`config.mk`:
```
export PLATFORM = sky130hd
export DESIGN_NAME = ex_ma_stage_flat
export DESIGN_NICKNAME = d
export VERILOG_FILES = /design/src/rtl/simplerisc_pkg.sv /design/src/rtl/ex_ma_stage_if.sv /design/src/rtl/ex_ma_skid_buf.sv /design/src/rtl/ex_ma_stage.sv /design/src/flat_wrapper.sv
export SDC_FILE = /design/constraint.sdc
export NUM_CORES = 1
export LEC_CHECK = 0
export ABC_CLOCK_PERIOD_IN_PS = 2700
export BUFFER_PORTS_ARGS = -buffer_cell sky130_fd_sc_hd__buf_2
export CORE_MARGIN = 4
export CORE_UTILIZATION = 51
export DETAILED_ROUTE_END_ITERATION = 8
export PLACE_DENSITY = 0.81
export REMOVE_ABC_BUFFERS = 1
export SYNTH_ARGS = -nofsm -noshare
export SYNTH_HDL_FRONTEND = slang
export SYNTH_HIERARCHICAL = 1
export SYNTH_SLANG_ARGS = --single-unit
```
`constraint.sdc`:
```
create_clock -name clk -period 2.7 [get_ports clk]
set_input_delay 0.135 -clock clk [delete_from_list [all_inputs] [get_ports clk]]
set_output_delay 0.135 -clock clk [all_outputs]
set_load 0.005 [all_outputs]
```
`src/rtl/simplerisc_pkg.sv`:
```
// simplerisc_pkg: ALU opcodes and execute->memory buffer entry shared across the pipeline
package simplerisc_pkg;
  localparam int XLEN = 32;
  localparam int REG_W = 4;
  typedef enum logic [4:0] {
    ALU_ADD = 5'b00000, ALU_SUB = 5'b00001, ALU_MUL = 5'b00010, ALU_DIV = 5'b00011,
    ALU_MOD = 5'b00100, ALU_CMP = 5'b00101, ALU_AND = 5'b00110, ALU_OR  = 5'b00111,
    ALU_NOT = 5'b01000, ALU_LSL = 5'b01001, ALU_LSR = 5'b01010, ALU_ASR = 5'b01011
  } alu_op_e;
  typedef struct packed {
    logic [XLEN-1:0] result;
    logic [XLEN-1:0] store_data;
    logic [REG_W-1:0] rd;
    logic is_ld;
    logic is_st;
    logic is_wb;
  } entry_t;
endpackage

```
`src/rtl/ex_ma_stage_if.sv`:
```
// ex_ma_stage_if: execute->memory handshake plus flag and redirect outputs
interface ex_ma_stage_if #(parameter int DATA_W = 32, parameter int RD_W = 4);
  logic in_valid, in_ready, flush, out_valid, out_ready;
  logic [4:0] in_alu_control;
  logic [DATA_W-1:0] in_a, in_b, in_result, in_store_data, in_target;
  logic [RD_W-1:0] in_rd, out_rd;
  logic in_is_ld, in_is_st, in_is_wb, in_is_beq, in_is_bgt, in_is_b;
  logic [DATA_W-1:0] out_result, out_store_data, branch_pc;
  logic out_is_ld, out_is_st, out_is_wb, flags_e, flags_gt, branch_taken;
  modport master (
    output in_valid, in_alu_control, in_a, in_b, in_result, in_store_data, in_rd,
           in_is_ld, in_is_st, in_is_wb, in_is_beq, in_is_bgt, in_is_b, in_target, flush, out_ready,
    input  in_ready, out_valid, out_result, out_store_data, out_rd, out_is_ld, out_is_st, out_is_wb,
           flags_e, flags_gt, branch_taken, branch_pc
  );
  modport slave (
    input  in_valid, in_alu_control, in_a, in_b, in_result, in_store_data, in_rd,
           in_is_ld, in_is_st, in_is_wb, in_is_beq, in_is_bgt, in_is_b, in_target, flush, out_ready,
    output in_ready, out_valid, out_result, out_store_data, out_rd, out_is_ld, out_is_st, out_is_wb,
           flags_e, flags_gt, branch_taken, branch_pc
  );
endinterface

```
`src/rtl/ex_ma_skid_buf.sv`:
```
// ex_ma_skid_buf: 2-entry in-order buffer, head in slot 0, ready registered from next count
module ex_ma_skid_buf import simplerisc_pkg::*; (
  input  logic   clk,
  input  logic   rst_n,
  input  logic   in_valid_i,
  input  logic   flush_i,
  input  entry_t din_i,
  output logic   in_ready_o,
  output logic   out_valid_o,
  input  logic   out_ready_i,
  output entry_t dout_o
);
  entry_t mem_q [2];
  entry_t mem_d [2];
  logic [1:0] cnt_q, cnt_d;
  logic rdy_q, push, pop, wr;
  assign push = in_valid_i && rdy_q;
  assign pop = out_valid_o && out_ready_i;
  // write slot is the first free one after the head shift
  assign wr = cnt_q[0] ^ pop;
  always_comb begin
    mem_d = mem_q;
    if (pop) mem_d[0] = mem_q[1];
    if (push) mem_d[wr] = din_i;
    cnt_d = flush_i ? 2'd0 : cnt_q + {1'b0, push} - {1'b0, pop};
  end
  always_ff @(posedge clk) begin
    if (!rst_n) begin
      cnt_q <= 2'd0;
      rdy_q <= 1'b0;
      mem_q <= '{'0, '0};
    end else begin
      cnt_q <= cnt_d;
      rdy_q <= ~cnt_d[1];
      mem_q <= mem_d;
    end
  end
  assign in_ready_o = rdy_q;
  assign out_valid_o = |cnt_q;
  assign dout_o = mem_q[0];
endmodule

```
`src/rtl/ex_ma_stage.sv`:
```
// ex_ma_stage: execute/memory pipeline buffer with compare-flag update and branch resolution
module ex_ma_stage import simplerisc_pkg::*; #(
  parameter int DATA_W = 32,
  parameter int RD_W = 4
) (
  input logic clk,
  input logic rst_n,
  ex_ma_stage_if.slave bus
);
  entry_t ent, head;
  logic push, cmp, taken, fe_d, fe_q, fg_d, fg_q, bt_d, bt_q;
  logic [DATA_W-1:0] bpc_d, bpc_q;
  assign ent = '{result: XLEN'(bus.in_result), store_data: XLEN'(bus.in_store_data),
                 rd: REG_W'(bus.in_rd), is_ld: bus.in_is_ld, is_st: bus.in_is_st, is_wb: bus.in_is_wb};
  assign push = bus.in_valid && bus.in_ready && !bus.flush;
  // branches see flags as registered before this edge, so a cmp one cycle earlier is visible
  always_comb begin
    cmp = push && (bus.in_alu_control == ALU_CMP);
    taken = bus.in_is_b || (bus.in_is_beq && fe_q) || (bus.in_is_bgt && fg_q);
    fe_d = cmp ? (bus.in_a == bus.in_b) : fe_q;
    fg_d = cmp ? ($signed(bus.in_a) > $signed(bus.in_b)) : fg_q;
    bt_d = push && taken;
    bpc_d = bt_d ? bus.in_target : bpc_q;
  end
  always_ff @(posedge clk) begin
    if (!rst_n) begin
      fe_q <= 1'b0;
      fg_q <= 1'b0;
      bt_q <= 1'b0;
      bpc_q <= '0;
    end else begin
      fe_q <= fe_d;
      fg_q <= fg_d;
      bt_q <= bt_d;
      bpc_q <= bpc_d;
    end
  end
  ex_ma_skid_buf u_buf (
    .clk(clk), .rst_n(rst_n), .in_valid_i(bus.in_valid), .flush_i(bus.flush), .din_i(ent),
    .in_ready_o(bus.in_ready), .out_valid_o(bus.out_valid), .out_ready_i(bus.out_ready), .dout_o(head)
  );
  assign bus.out_result = DATA_W'(head.result);
  assign bus.out_store_data = DATA_W'(head.store_data);
  assign bus.out_rd = RD_W'(head.rd);
  assign bus.out_is_ld = head.is_ld;
  assign bus.out_is_st = head.is_st;
  assign bus.out_is_wb = head.is_wb;
  assign bus.flags_e = fe_q;
  assign bus.flags_gt = fg_q;
  assign bus.branch_taken = bt_q;
  assign bus.branch_pc = bpc_q;
endmodule
```
`src/flat_wrapper.sv`:
```
// flat-port wrapper written by rule: the top's interface ports become plain ports
module ex_ma_stage_flat import simplerisc_pkg::*;
#(
  parameter int DATA_W = 32,
  parameter int RD_W = 4
)
  (clk, rst_n, bus_in_valid, bus_in_alu_control, bus_in_a, bus_in_b, bus_in_result, bus_in_store_data, bus_in_rd, bus_in_is_ld, bus_in_is_st, bus_in_is_wb, bus_in_is_beq, bus_in_is_bgt, bus_in_is_b, bus_in_target, bus_flush, bus_out_ready, bus_in_ready, bus_out_valid, bus_out_result, bus_out_store_data, bus_out_rd, bus_out_is_ld, bus_out_is_st, bus_out_is_wb, bus_flags_e, bus_flags_gt, bus_branch_taken, bus_branch_pc);
  ex_ma_stage_if #(.DATA_W(DATA_W), .RD_W(RD_W)) bus_i ();
  input logic clk;
  input logic rst_n;
  input wire logic [$bits(bus_i.in_valid)-1:0] bus_in_valid;
  input wire logic [$bits(bus_i.in_alu_control)-1:0] bus_in_alu_control;
  input wire logic [$bits(bus_i.in_a)-1:0] bus_in_a;
  input wire logic [$bits(bus_i.in_b)-1:0] bus_in_b;
  input wire logic [$bits(bus_i.in_result)-1:0] bus_in_result;
  input wire logic [$bits(bus_i.in_store_data)-1:0] bus_in_store_data;
  input wire logic [$bits(bus_i.in_rd)-1:0] bus_in_rd;
  input wire logic [$bits(bus_i.in_is_ld)-1:0] bus_in_is_ld;
  input wire logic [$bits(bus_i.in_is_st)-1:0] bus_in_is_st;
  input wire logic [$bits(bus_i.in_is_wb)-1:0] bus_in_is_wb;
  input wire logic [$bits(bus_i.in_is_beq)-1:0] bus_in_is_beq;
  input wire logic [$bits(bus_i.in_is_bgt)-1:0] bus_in_is_bgt;
  input wire logic [$bits(bus_i.in_is_b)-1:0] bus_in_is_b;
  input wire logic [$bits(bus_i.in_target)-1:0] bus_in_target;
  input wire logic [$bits(bus_i.flush)-1:0] bus_flush;
  input wire logic [$bits(bus_i.out_ready)-1:0] bus_out_ready;
  output wire logic [$bits(bus_i.in_ready)-1:0] bus_in_ready;
  output wire logic [$bits(bus_i.out_valid)-1:0] bus_out_valid;
  output wire logic [$bits(bus_i.out_result)-1:0] bus_out_result;
  output wire logic [$bits(bus_i.out_store_data)-1:0] bus_out_store_data;
  output wire logic [$bits(bus_i.out_rd)-1:0] bus_out_rd;
  output wire logic [$bits(bus_i.out_is_ld)-1:0] bus_out_is_ld;
  output wire logic [$bits(bus_i.out_is_st)-1:0] bus_out_is_st;
  output wire logic [$bits(bus_i.out_is_wb)-1:0] bus_out_is_wb;
  output wire logic [$bits(bus_i.flags_e)-1:0] bus_flags_e;
  output wire logic [$bits(bus_i.flags_gt)-1:0] bus_flags_gt;
  output wire logic [$bits(bus_i.branch_taken)-1:0] bus_branch_taken;
  output wire logic [$bits(bus_i.branch_pc)-1:0] bus_branch_pc;
  assign bus_i.in_valid = bus_in_valid;
  assign bus_i.in_alu_control = bus_in_alu_control;
  assign bus_i.in_a = bus_in_a;
  assign bus_i.in_b = bus_in_b;
  assign bus_i.in_result = bus_in_result;
  assign bus_i.in_store_data = bus_in_store_data;
  assign bus_i.in_rd = bus_in_rd;
  assign bus_i.in_is_ld = bus_in_is_ld;
  assign bus_i.in_is_st = bus_in_is_st;
  assign bus_i.in_is_wb = bus_in_is_wb;
  assign bus_i.in_is_beq = bus_in_is_beq;
  assign bus_i.in_is_bgt = bus_in_is_bgt;
  assign bus_i.in_is_b = bus_in_is_b;
  assign bus_i.in_target = bus_in_target;
  assign bus_i.flush = bus_flush;
  assign bus_i.out_ready = bus_out_ready;
  assign bus_in_ready = bus_i.in_ready;
  assign bus_out_valid = bus_i.out_valid;
  assign bus_out_result = bus_i.out_result;
  assign bus_out_store_data = bus_i.out_store_data;
  assign bus_out_rd = bus_i.out_rd;
  assign bus_out_is_ld = bus_i.out_is_ld;
  assign bus_out_is_st = bus_i.out_is_st;
  assign bus_out_is_wb = bus_i.out_is_wb;
  assign bus_flags_e = bus_i.flags_e;
  assign bus_flags_gt = bus_i.flags_gt;
  assign bus_branch_taken = bus_i.branch_taken;
  assign bus_branch_pc = bus_i.branch_pc;
  ex_ma_stage #(.DATA_W(DATA_W), .RD_W(RD_W)) u_core (.clk(clk), .rst_n(rst_n), .bus(bus_i));
endmodule
```
# Word level (Yosys, flattened, before mapping)

Cells that the tools add are included.

Bitwise logic cells: 4
Muxes and demuxes: 6
Equal/unequal tests: 2
$add $sub $neg: 2
Reductions and logical operators: 13
Magnitude comparators: 3

Operators by type and width:

| cell                 | count |
|---|---|
| $bwmux W142          | 1 |
| $mux W142            | 1 |
| $mux W71             | 2 |
| $demux W71 S1        | 1 |
| $eq A32 B32 Y1       | 1 |
| $gt A32 B32 Y1       | 1 |
| $logic_and A1 B1 Y1  | 8 |
| $eq A5 B3 Y1 const B | 1 |
| $reduce_or A2 Y1     | 2 |
| $add A2 B1 Y2        | 1 |
| $ge A2 B2 Y1 const B | 1 |
| $logic_or A1 B1 Y1   | 2 |
| $lt A2 B1 Y1 const B | 1 |
| $mux W2              | 1 |
| $not A1 Y1           | 2 |
| $not A1 Y2           | 1 |
| $sub A2 B1 Y2        | 1 |
| $logic_not A1 Y1     | 1 |
| $xor A1 B1 Y1        | 1 |

Output and inout port bits: 108
Bits of input ports: 180
Logic and storage cells: 49
Bits in registers: 180

# Depth between registers and ports, before layout

Gate-level depths: netlist of the first run.

Word-level depth: 10
Depth in mapped cells: 10
Mapped depth without buffers: 8

# Hierarchy

The synthesis of the first run kept the hierarchy.

By module, submodules not included:

| module         | seq. area each (µm²) | instances | area an instance (µm²) | cells each |
|---|---|---|---|---|
| ex_ma_skid_buf | 2902.8               | 1         | 6317.3                 | 709 |
| ex_ma_stage    | 700.7                | 1         | 2143.3                 | 271 |

# Least setup slack after synthesis of the first run

No wires, ideal clock.

Path kind: input -> register
From: input port bus_in_b[26]
To: register u_core.fg_q (netlist: u_core/bus.flags_gt)
Arrival time: 1.984 ns
Library setup time: 0.116 ns
Data required time: 2.584 ns
Slack: 0.600 ns
Path buffers: 0
Stages: 8
Cells stage by stage: inv_1 > ha_1 > nand3_2 > or4_1 > or4_4 > nor3_2 > nor2_1 > a31o_1

Word-level cells in the longest chain between the ends: 1

RTL lines:

| what                   | line               | RTL |
|---|---|---|
| start: declaration     | flat_wrapper.sv:14 | `input wire logic [$bits(bus_i.in_b)-1:0] bus_in_b;` |
| $gt A32 B32 Y1         | ex_ma_stage.sv:21  | `fg_d = cmp ? ($signed(bus.in_a) > $signed(bus.in_b)) : fg_q;` |
| end signal: assignment | ex_ma_stage.sv:33  | `fg_q <= fg_d;` |
| end: declaration       | ex_ma_stage.sv:11  | `logic push, cmp, taken, fe_d, fe_q, fg_d, fg_q, bt_d, bt_q;` |

No other way between the ends.
A chain may end at the register's enable or synchronous reset.

==> results of run 1 <==
-- metal layers --
layer / track usage [%] / vias up / wire length [um]
met5: 0 / - / 0
met4: 15.08 / 0 / 1134
met3: 4.596 / 95 / 1210
met2: 42.14 / 308 / 11610
met1: 28.20 / 3601 / 9458
li1: - / 3781 / -
-- synthesized netlist by cell type, types with 2 or more instances --
master	count	area share, %
buf_2	18	1.1
nand4_1	6	0.44
nand3b_1	2	0.18
and2_1	2	0.15
nand2_1	213	9.4
clkbuf_1	37	1.6
nor2b_1	73	5.4
ha_1	34	5.0
a21boi_0	32	2.8
inv_1	36	1.6
mux2i_1	72	8.5
buf_6	7	0.93
a211oi_1	3	0.27
nand3_2	2	0.24
buf_4	72	6.4
a21o_1	3	0.27
or4_1	2	0.18
o211ai_1	2	0.18
dfxtp_1	180	43
a21oi_1	10	0.59
a31oi_1	72	5.3
nor2_1	6	0.27
o21ai_0	74	4.4
nand3_1	2	0.12
-- cell type report --
| cell class | count | area share [%] |
|---|---|---|
| Timing Repair Buffer | 389 | 22.64 |
| Sequential cell | 180 | 32.81 |
| Clock buffer | 20 | 4.067 |
| Inverter | 37 | 1.264 |
| Multi-Input combinational cell | 629 | 35.45 |
| Tap cell | 216 | 2.460 |
| Clock inverter | 12 | 1.310 |
-- critical path, delay by kind of cell, from the launching register on --
family,cells,cell delay [ns]
adder cells (fa/ha/maj),2,0.67
multiplexers,1,0.30
flip-flops,1,0.35
AO/OA/AOI/OAI,1,0.17
AND/OR/NAND/NOR,1,0.10
buffers and inverters,3,0.42
-- cell families after synthesis --
logic type,share of synthesized area [%]
compound gates,14.79
xor+xnor,0.2071
fa+ha+maj,5.028
buf+inv,11.67
flops,42.59
mux,8.518
simple gates,17.20
-- worst max path at each step --
stage / to / slack [ns] / cells past startpoint
after floorplan: u_core/u_buf/in_ready_o / -2.83 / 7
after global placement: u_core/bus.flags_gt / 0.46 / 9
after detailed placement: u_core/bus.flags_gt / 0.40 / 9
after CTS: flop / 0.64 / 8
after global routing: flop / 0.47 / 8
final: flop / 0.57 / 8
-- power breakdown --
group          total, mW  switching, mW  internal [mW]  leakage (nW)
registers           2.86         0.0725           2.79          1.47
logic              0.901          0.449          0.452          2.90
clock network       2.48           1.08           1.41         0.284
-- stage by stage --
stage	TNS [ns]	instance area, sq um	std cells	hold WS (ns)
3_5_place_dp	0	9513	1363	0.3503
3_3_place_gp	0	9513	1363	0.3394
5_1_grt	0	10980	1483	0.009281
4_1_cts	0	10980	1483	0.0005808
2_1_floorplan	-313.72	7612	846	0.2111
6_report	0	10980	1483	0.02076
==> flow_metrics.tcl, run 1 <==
set metrics [dict create \
    outcome "finished clean" \
    synth-seq-area-share_pct 42.59 \
    rsz0062_at_grt "no" \
    worst_slack_ns 0.5693 \
    p_leak_nw 4.647 \
    yosys_warnings 6 \
    multi_input_area_sq_um 3894 \
    wl_per_cell_um 15.79 \
    drt-total-wl_um 23410 \
    final_cell_mix "buf_2, nand2_1, dfxtp_1, dlygate4sd3_1, o21ai_0" \
    dr.pass1.iters 5 \
    relSlewSlack_pct 42.16 \
    overflow 0 \
    skew_ns 0.01088 \
    clkLatencyLatePin_ns 0.42 \
    fill_cells 1157 \
    hp-class "in2reg" \
    total_power_mw 6.244 \
    diodes 0 \
    hold_viol 0 \
    crit_chain "o21ai_4 -> inv_2 -> ha_1 -> inv_1 -> ha_4 -> buf_12 -> mux2i_1 -> nor2b_1" \
    fin_util_pct 68.40 \
    final_common_cell "buf_2" \
    cp.arrival_ns 2.43 \
    grt_pass1_wl_um 36620 \
    clock_sinks 180 \
    fmax_mhz 469.3 \
    cts_made_buffers 17 \
    cts_resized 0 \
    port_buffers 287 \
    vias 7785 \
    area_growth_pct 29.83 \
    ys_ff_latch 180 \
    synth-main-ff-cell "dfxtp_1" \
    maxCapViolations 0 \
    regArea_sq_um 3603 \
    ioPinCount 288 \
    reg2reg_slack_ns 0.57 \
    synth_cell_types 44 \
    required_ns 3.00 \
    tritoncts "built" \
    clock-root-buffer "clkbuf_16" \
    synth_edf_count 0 \
    start_util_pct 52.69 \
    path_clk_slew_ns 0.07 \
    power_density_nw_per_um2 568.4 \
    ant_nets 0 \
    drt_iter0_markers 558 \
    hp-start "bus_in_result[18]" \
    drcViolationCount 0 \
    ir_worst_vdd_uv 408.5 \
    dp_hpwl_um 14560 \
    fp.dieH_um 136.8 \
    startpoint_type "flop" \
    cts_setup_buffers 0 \
    ctsHoldBuffers 88 \
    netlist_instances 980 \
    async_flop_share_pct 0 \
    dieArea_sq_um 18710 \
    grt_max_degree 72 \
    grt.total_usage_pct 24.54 \
    min_period_ns 2.131 \
    syn_area_per_cell_sq_um 8.633 \
    dp_slack_ns 0.3983 \
    min_path_cells 3 \
    rows 46 \
    drive_gt1_share_pct 26.99 \
    end_kind "flop" \
    htreeDepth 4 \
    clk_path_buf_depth 2 \
    startpoint "u_core/u_buf/cnt_q[1]" \
    r2r-start "u_core/u_buf/cnt_q[1]" \
    synth_area_sq_um 8461 \
    finalCritPeriodShare_pct 78.91 \
    nNetsFinal 1468 \
    die_width_um 136.8 \
    tightest_slew_ns 0.8676 \
    core_area_sq_um 16060 \
    finalSetupViolCount 0 \
    viasPerCell 5.249 \
    critPathSlowestCell "dfxtp_1" \
    worst-r2r-cell-count 8 \
    critPathMaxFanout 24 \
    finalMaxSlewViolations 0 \
    grt_antenna_before_repair 0 \
    cpPeakStageDelay_ns 0.35 \
    worstSetupPathType "reg2reg" \
    grt_pass1_vias 7674 \
    gp_congestion 0.8626 \
]
Note: power is estimated with default switching activity, not from simulation.
==> run 2, diff against run 1 <==
--- a/config.mk
+++ b/config.mk
@@ -5,10 +5,11 @@
 export SDC_FILE = /design/constraint.sdc
 export NUM_CORES = 1
 export LEC_CHECK = 0
-export ABC_CLOCK_PERIOD_IN_PS = 2700
+export ABC_AREA = 1
+export ABC_CLOCK_PERIOD_IN_PS = 2000
 export BUFFER_PORTS_ARGS = -buffer_cell sky130_fd_sc_hd__buf_2
 export CORE_MARGIN = 4
-export CORE_UTILIZATION = 51
+export CORE_UTILIZATION = 52
 export DETAILED_ROUTE_END_ITERATION = 8
 export PLACE_DENSITY = 0.81
 export REMOVE_ABC_BUFFERS = 1
==> constraint.sdc (replaced) <==
create_clock -name clk -period 2 [get_ports clk]
set_input_delay 0.1 -clock clk [delete_from_list [all_inputs] [get_ports clk]]
set_output_delay 0.1 -clock clk [all_outputs]
set_load 0.005 [all_outputs]
==> run 2 against run 1 <==
Against the previous run: hold slack gained 0.012 ns; sequential share of layout area shrank 2.4 points; global-route usage grew 0.48 points; synthesized cell count grew 36%; non-clock buffer count grew 18; sequential cell count is the same; final cell count grew 25%; die area grew 6.7%; critical path depth grew 1; area after synthesis grew 9.2%; total power grew 40%; largest power group unchanged; highest routed layer unchanged.
==> flow_metrics.tcl, run 2 <==
set metrics [dict create \
    hp-class "in2reg" \
    nNetsFinal 1826 \
    rows 48 \
    relSlewSlack_pct 45.35 \
    drt-total-wl_um 25400 \
    clock_sinks 180 \
    grt_max_degree 72 \
    netlist_top_cells_count "nor2_1, dfxtp_1, nand2_1" \
    core_area_sq_um 17360 \
    fin_util_pct 68.22 \
    synth_edf_count 0 \
    ant_nets 0 \
    dp_slack_ns 0.05702 \
    hp-start "bus_in_alu_control[4]" \
    dr.pass1.iters 6 \
    synth_cell_types 27 \
    drive_gt1_share_pct 26.28 \
    fp.dieH_um 141.3 \
    clk_path_buf_depth 2 \
    ys_ff_latch 180 \
    synth.top_cell.area_share_pct 38.99 \
    design_area_sq_um 11840 \
    outcome "finished clean" \
    start_util_pct 53.25 \
    detailed_place.area_sq_um 10210 \
    ioPinCount 288 \
    wl_per_cell_um 13.72 \
    die_width_um 141.3 \
    dieArea_sq_um 19970 \
    finalSetupViolCount 0 \
    port_buffers 287 \
    stdcell_count 1852 \
    overflow 0 \
    p_leak_nw 6.024 \
    total_power_mw 8.762 \
    fmax_mhz 524.8 \
    startpoint "u_core/u_buf/cnt_q[1]" \
    ir_worst_vdd_uv 598.4 \
    drt_iter0_markers 607 \
    tritoncts "built" \
    area_growth_pct 28.10 \
    grt_pass1_vias 8685 \
    async_flop_share_pct 0 \
    skew_ns 0.01351 \
    final_cell_mix "nor2_1, buf_2, dfxtp_1, nand2_1, inv_1" \
    fin_setup_tns_ns 0 \
    required_ns 2.37 \
    yosys_warnings 6 \
    synth.most_common_cell "nor2_1" \
    min_path_cells 5 \
    cp.arrival_ns 2.27 \
    whs_ns 0.03229 \
    grt_antenna_before_repair 1 \
    synth.largest_area_cell "dfxtp_1" \
    startpoint_type "flop" \
    synth_area_sq_um 9243 \
    cts_made_buffers 17 \
    drcViolationCount 0 \
    dp_hpwl_um 15890 \
    end_kind "flop" \
    grt.total_usage_pct 25.02 \
    path_clk_slew_ns 0.07 \
    gp_congestion 0.9321 \
    critPathMaxFanout 34 \
    r2r-start "u_core/u_buf/cnt_q[1]" \
    reg2reg_slack_ns 0.09 \
    finalMaxSlewViolations 0 \
    tightest_slew_ns 0.8198 \
    clkLatencyLatePin_ns 0.43 \
    final_common_cell "nor2_1" \
    power_density_nw_per_um2 740.1 \
    grt_pass1_wl_um 41450 \
    syn_area_per_cell_sq_um 6.928 \
    place_inst 1715 \
    clock-root-buffer "clkbuf_16" \
    worst_slack_ns 0.09469 \
    hold_viol 0 \
    fill_cells 1437 \
    worst-r2r-cell-count 9 \
    netlist_instances 1334 \
    min_to "u_core/bus.flags_e" \
    rsz0062_at_grt "no" \
    htreeDepth 4 \
    viasPerCell 4.996 \
    finalCritPeriodShare_pct 95.27 \
    synth-main-ff-cell "dfxtp_1" \
    cts_setup_buffers 0 \
    worstSetupPathType "reg2reg" \
    min_period_ns 1.905 \
    synth-seq-area-share_pct 38.99 \
    vias 9253 \
    synth_area_leaders "dfxtp_1, nor2_1, o21ai_0" \
    maxCapViolations 0 \
]
==> run 2: final cells by class <==
| cell class | instances | area (sq um) | area share (%) |
|---|---|---|---|
| diodes | 2 | 5.005 | 0.04227 |
| flip-flops and latches | 180 | 3603 | 30.43 |
| multi-input cells | 874 | 4169 | 35.21 |
| well taps | 225 | 281.5 | 2.378 |
| clock inverters | 15 | 161.4 | 1.363 |
| repair buffers | 407 | 2696 | 22.77 |
| inverters | 132 | 498.0 | 4.206 |
| clock buffers | 17 | 425.4 | 3.593 |
==> run 2: power by group <==
group	switching (mW)	total, mW	internal (mW)
registers	0.109	3.90	3.79
clock network	1.54	3.32	1.77
logic	0.829	1.55	0.718
==> run 2: kinds of logic after synthesis <==
logic type                 count (synthesis)  share of synthesized area, %
and+or+nand+nor                          649                         29.88
buffers and inverters                    280                         15.99
AOI/OAI and AO/OA                        191                         10.55
DFF                                      180                         38.99
adders and majority gates                 34                         4.603
==> run 2: what timing repair did <==
| item | 4_1_cts | 5_1_grt |
|---|---|---|
| resized for setup | 0 | 3 |
| setup endpoints to repair | 0 | 20 |
| hold buffers | 103 | 0 |
| endpoints found under the hold margin | 174 | 0 |
==> run 2: worst max-delay path by stage <==
stage                                    to  slack (ns)  cells past startpoint
floorplan           u_core/u_buf/in_ready_o       -2.14                     10
detailed placement  u_core/u_buf/in_ready_o        0.06                     10
global route                           flop      0.0004                      9
CTS                 u_core/u_buf/in_ready_o        0.03                     10
finish                                 flop        0.09                      9
global placement    u_core/u_buf/in_ready_o        0.12                     10
==> run 2: critical path: stages, from the launching register on <==
cell     delay (ns)
dfxtp_1        0.34
nor2_2         0.22
nor2_8         0.05
ha_1           0.34
inv_1          0.06
ha_2           0.20
inv_2          0.18
buf_12         0.23
nor2_1         0.08
nor2_1         0.11
==> run 2: metal layers <==
layer  GRT usage (%)  up-vias  wire, um
met1           29.80     4141     10200
met5               0        -         0
li1                -     4632         -
met3           4.011      104      1467
met4           13.67        0      1159
met2           43.06      376     12570
==> run 3, diff against run 2 <==
--- a/config.mk
+++ b/config.mk
@@ -5,11 +5,10 @@
 export SDC_FILE = /design/constraint.sdc
 export NUM_CORES = 1
 export LEC_CHECK = 0
-export ABC_AREA = 1
 export ABC_CLOCK_PERIOD_IN_PS = 2000
 export BUFFER_PORTS_ARGS = -buffer_cell sky130_fd_sc_hd__buf_2
 export CORE_MARGIN = 4
-export CORE_UTILIZATION = 52
+export CORE_UTILIZATION = 51
 export DETAILED_ROUTE_END_ITERATION = 8
 export PLACE_DENSITY = 0.81
 export REMOVE_ABC_BUFFERS = 1
==> run 3 against run 2 <==
Against the previous run: first-iteration DRC count down 3.0%; die area down 6.3%; routed wire length down 8.0%; maximum frequency up 3.9%; sequential power down 1%; via count down 16%; critical path type is now in2reg; worst setup slack better by 0.071 ns; sequential share of layout area up 1.6 points; sequential cell count unchanged; register-to-register slack better by 0.095 ns; final cell count down 19%; clock-buffer cell count unchanged; largest cell class unchanged.
==> flow_metrics.tcl, run 3 (synthesis results as in run 1) <==
set metrics [dict create \
    outcome "finished clean" \
    drive_gt1_share_pct 27.10 \
    critPathSlowestCell "or4_4" \
    min_period_ns 1.835 \
    crit_chain "buf_2 -> inv_1 -> ha_1 -> nand3_2 -> or4_1 -> or4_4 -> nor3_2 -> nor2_1 -> a31o_1" \
    dieArea_sq_um 18710 \
    cpPeakStageDelay_ns 0.57 \
    crit_family "simple AND/OR/NAND/NOR gates" \
    final_cell_mix "buf_2, nand2_1, dfxtp_1, dlygate4sd3_1, o21ai_0" \
    path_clk_slew_ns 0.07 \
    start_util_pct 52.69 \
    cts_setup_buffers 0 \
    tightest_slew_ns 0.8480 \
    grt_max_degree 182 \
    finalMaxSlewViolations 0 \
    clock_sinks 180 \
    grt_pass1_vias 7577 \
    skew_ns 0.008828 \
    required_ns 2.32 \
    finalSetupViolCount 0 \
    gp_congestion 0.8761 \
    ir_worst_vdd_uv 575.3 \
    htreeDepth 4 \
    worstSetupPathType "in2reg" \
    wl_per_cell_um 15.52 \
    rsz0062_at_grt "no" \
    die_width_um 136.8 \
    drt-total-wl_um 23370 \
    final_common_cell "buf_2" \
    clock-root-buffer "clkbuf_16" \
    dp_hpwl_um 14190 \
    cts_made_buffers 17 \
    end_kind "flop" \
    stdcell_count 1506 \
    dr.pass1.iters 6 \
    grt_antenna_before_repair 2 \
    cp.arrival_ns 2.16 \
    min_path_cells 4 \
    crit_buf_inv 2 \
    r2r-start "u_core/u_buf/cnt_q[1]" \
    fmax_mhz 545.1 \
    finalCritPeriodShare_pct 91.73 \
    hold_viol 0 \
    ctsHoldBuffers 104 \
    area_growth_pct 33.08 \
    reg2reg_slack_ns 0.19 \
    ioPinCount 288 \
    hp-start "bus_in_alu_control[1]" \
    rows 46 \
    core_area_sq_um 16060 \
    grt_pass1_wl_um 36470 \
    critPathMaxFanout 2 \
    clk_path_buf_depth 2 \
    nNetsFinal 1489 \
    startpoint "bus_in_b[26]" \
    drt_iter0_markers 589 \
    port_buffers 287 \
    total_power_mw 8.537 \
    vias 7804 \
    hp-class "in2reg" \
    ant_nets 0 \
    relSlewSlack_pct 43.47 \
    clkLatencyLatePin_ns 0.42 \
    overflow 0 \
    power_density_nw_per_um2 758.2 \
    grt.total_usage_pct 24.41 \
    startpoint_type "input pin" \
    tritoncts "built" \
    viasPerCell 5.182 \
    p_leak_nw 4.762 \
    cts_resized 0 \
    min_to "u_core/bus.flags_gt" \
    fp.dieH_um 136.8 \
    maxCapViolations 0 \
    drcViolationCount 0 \
    worst-r2r-cell-count 8 \
    place_inst 1368 \
    fill_cells 1149 \
]
-- run 3: changes by cell type in the layout (fill, tap and decap cells not counted), moves of 8 or more --
cell,before,now
nor2b_1,0,73
inv_2,9,1
a21boi_0,0,32
a31oi_1,0,72
inv_1,122,36
nand3_1,77,2
nor2_2,71,0
nand2_1,123,213
o21ai_0,114,74
mux2i_1,0,72
o21ai_1,61,1
nor2_1,365,6
-- run 3: layout make-up --
type                       instances  area [sq um]  share of cell area, %
inverter                          37         138.9                  1.233
timing repair buffer             410          2735                  24.29
clock buffer                      17         425.4                  3.778
clock inverter                    15         187.7                  1.667
antenna                            2         5.005                0.04445
multi-input combinational        629          3894                  34.58
tap                              216         270.3                  2.400
sequential                       180          3603                  32.00
-- run 3: how the worst max path moves through the flow --
stage / endpoint / cells after the start
2_1_floorplan: u_core/u_buf/in_ready_o / 7
3_3_place_gp: u_core/bus.flags_gt / 9
3_5_place_dp: u_core/bus.flags_gt / 9
4_1_cts: flop / 8
5_1_grt: flop / 8
6_report: u_core/bus.flags_gt / 9
-- run 3: worst reg2reg max path, delay by kind of cell (launching register included) --
kind	cells	cell delay, ns
fa+ha+maj	2	0.52
compound gates	1	0.16
mux	1	0.25
buf+inv	3	0.33
flops	1	0.35
simple gates	1	0.08
-- run 3: through the flow --
stage / util (%) / setup WS (ns) / TNS, ns / hold slack, ns / area [sq um]
finish: 70.12 / 0.1654 / 0 / 0.1196 / 11260
global route: 70.12 / 0.06060 / 0 / 0.1206 / 11260
CTS: 70.09 / 0.1756 / 0 / 0.09555 / 11250
detailed placement: 59.79 / -0.2633 / -0.4190 / 0.3145 / 9600
global placement: 59.79 / -0.1954 / -0.2827 / 0.3088 / 9600
floorplan: - / -3.533 / -415.77 / 0.1761 / 7612
-- run 3: power breakdown --
| part | internal, mW | total (mW) | switching, mW |
|---|---|---|---|
| clock network | 1.90 | 3.42 | 1.52 |
| registers | 3.76 | 3.86 | 0.101 |
| logic | 0.651 | 1.26 | 0.605 |
-- run 3: routing by layer --
metal  global-route usage [%]  part of all wire, %
met5                        0                    0
met4                    12.14                  4.0
met3                    4.265                  5.2
met2                    44.06                   52
met1                    27.64                   39
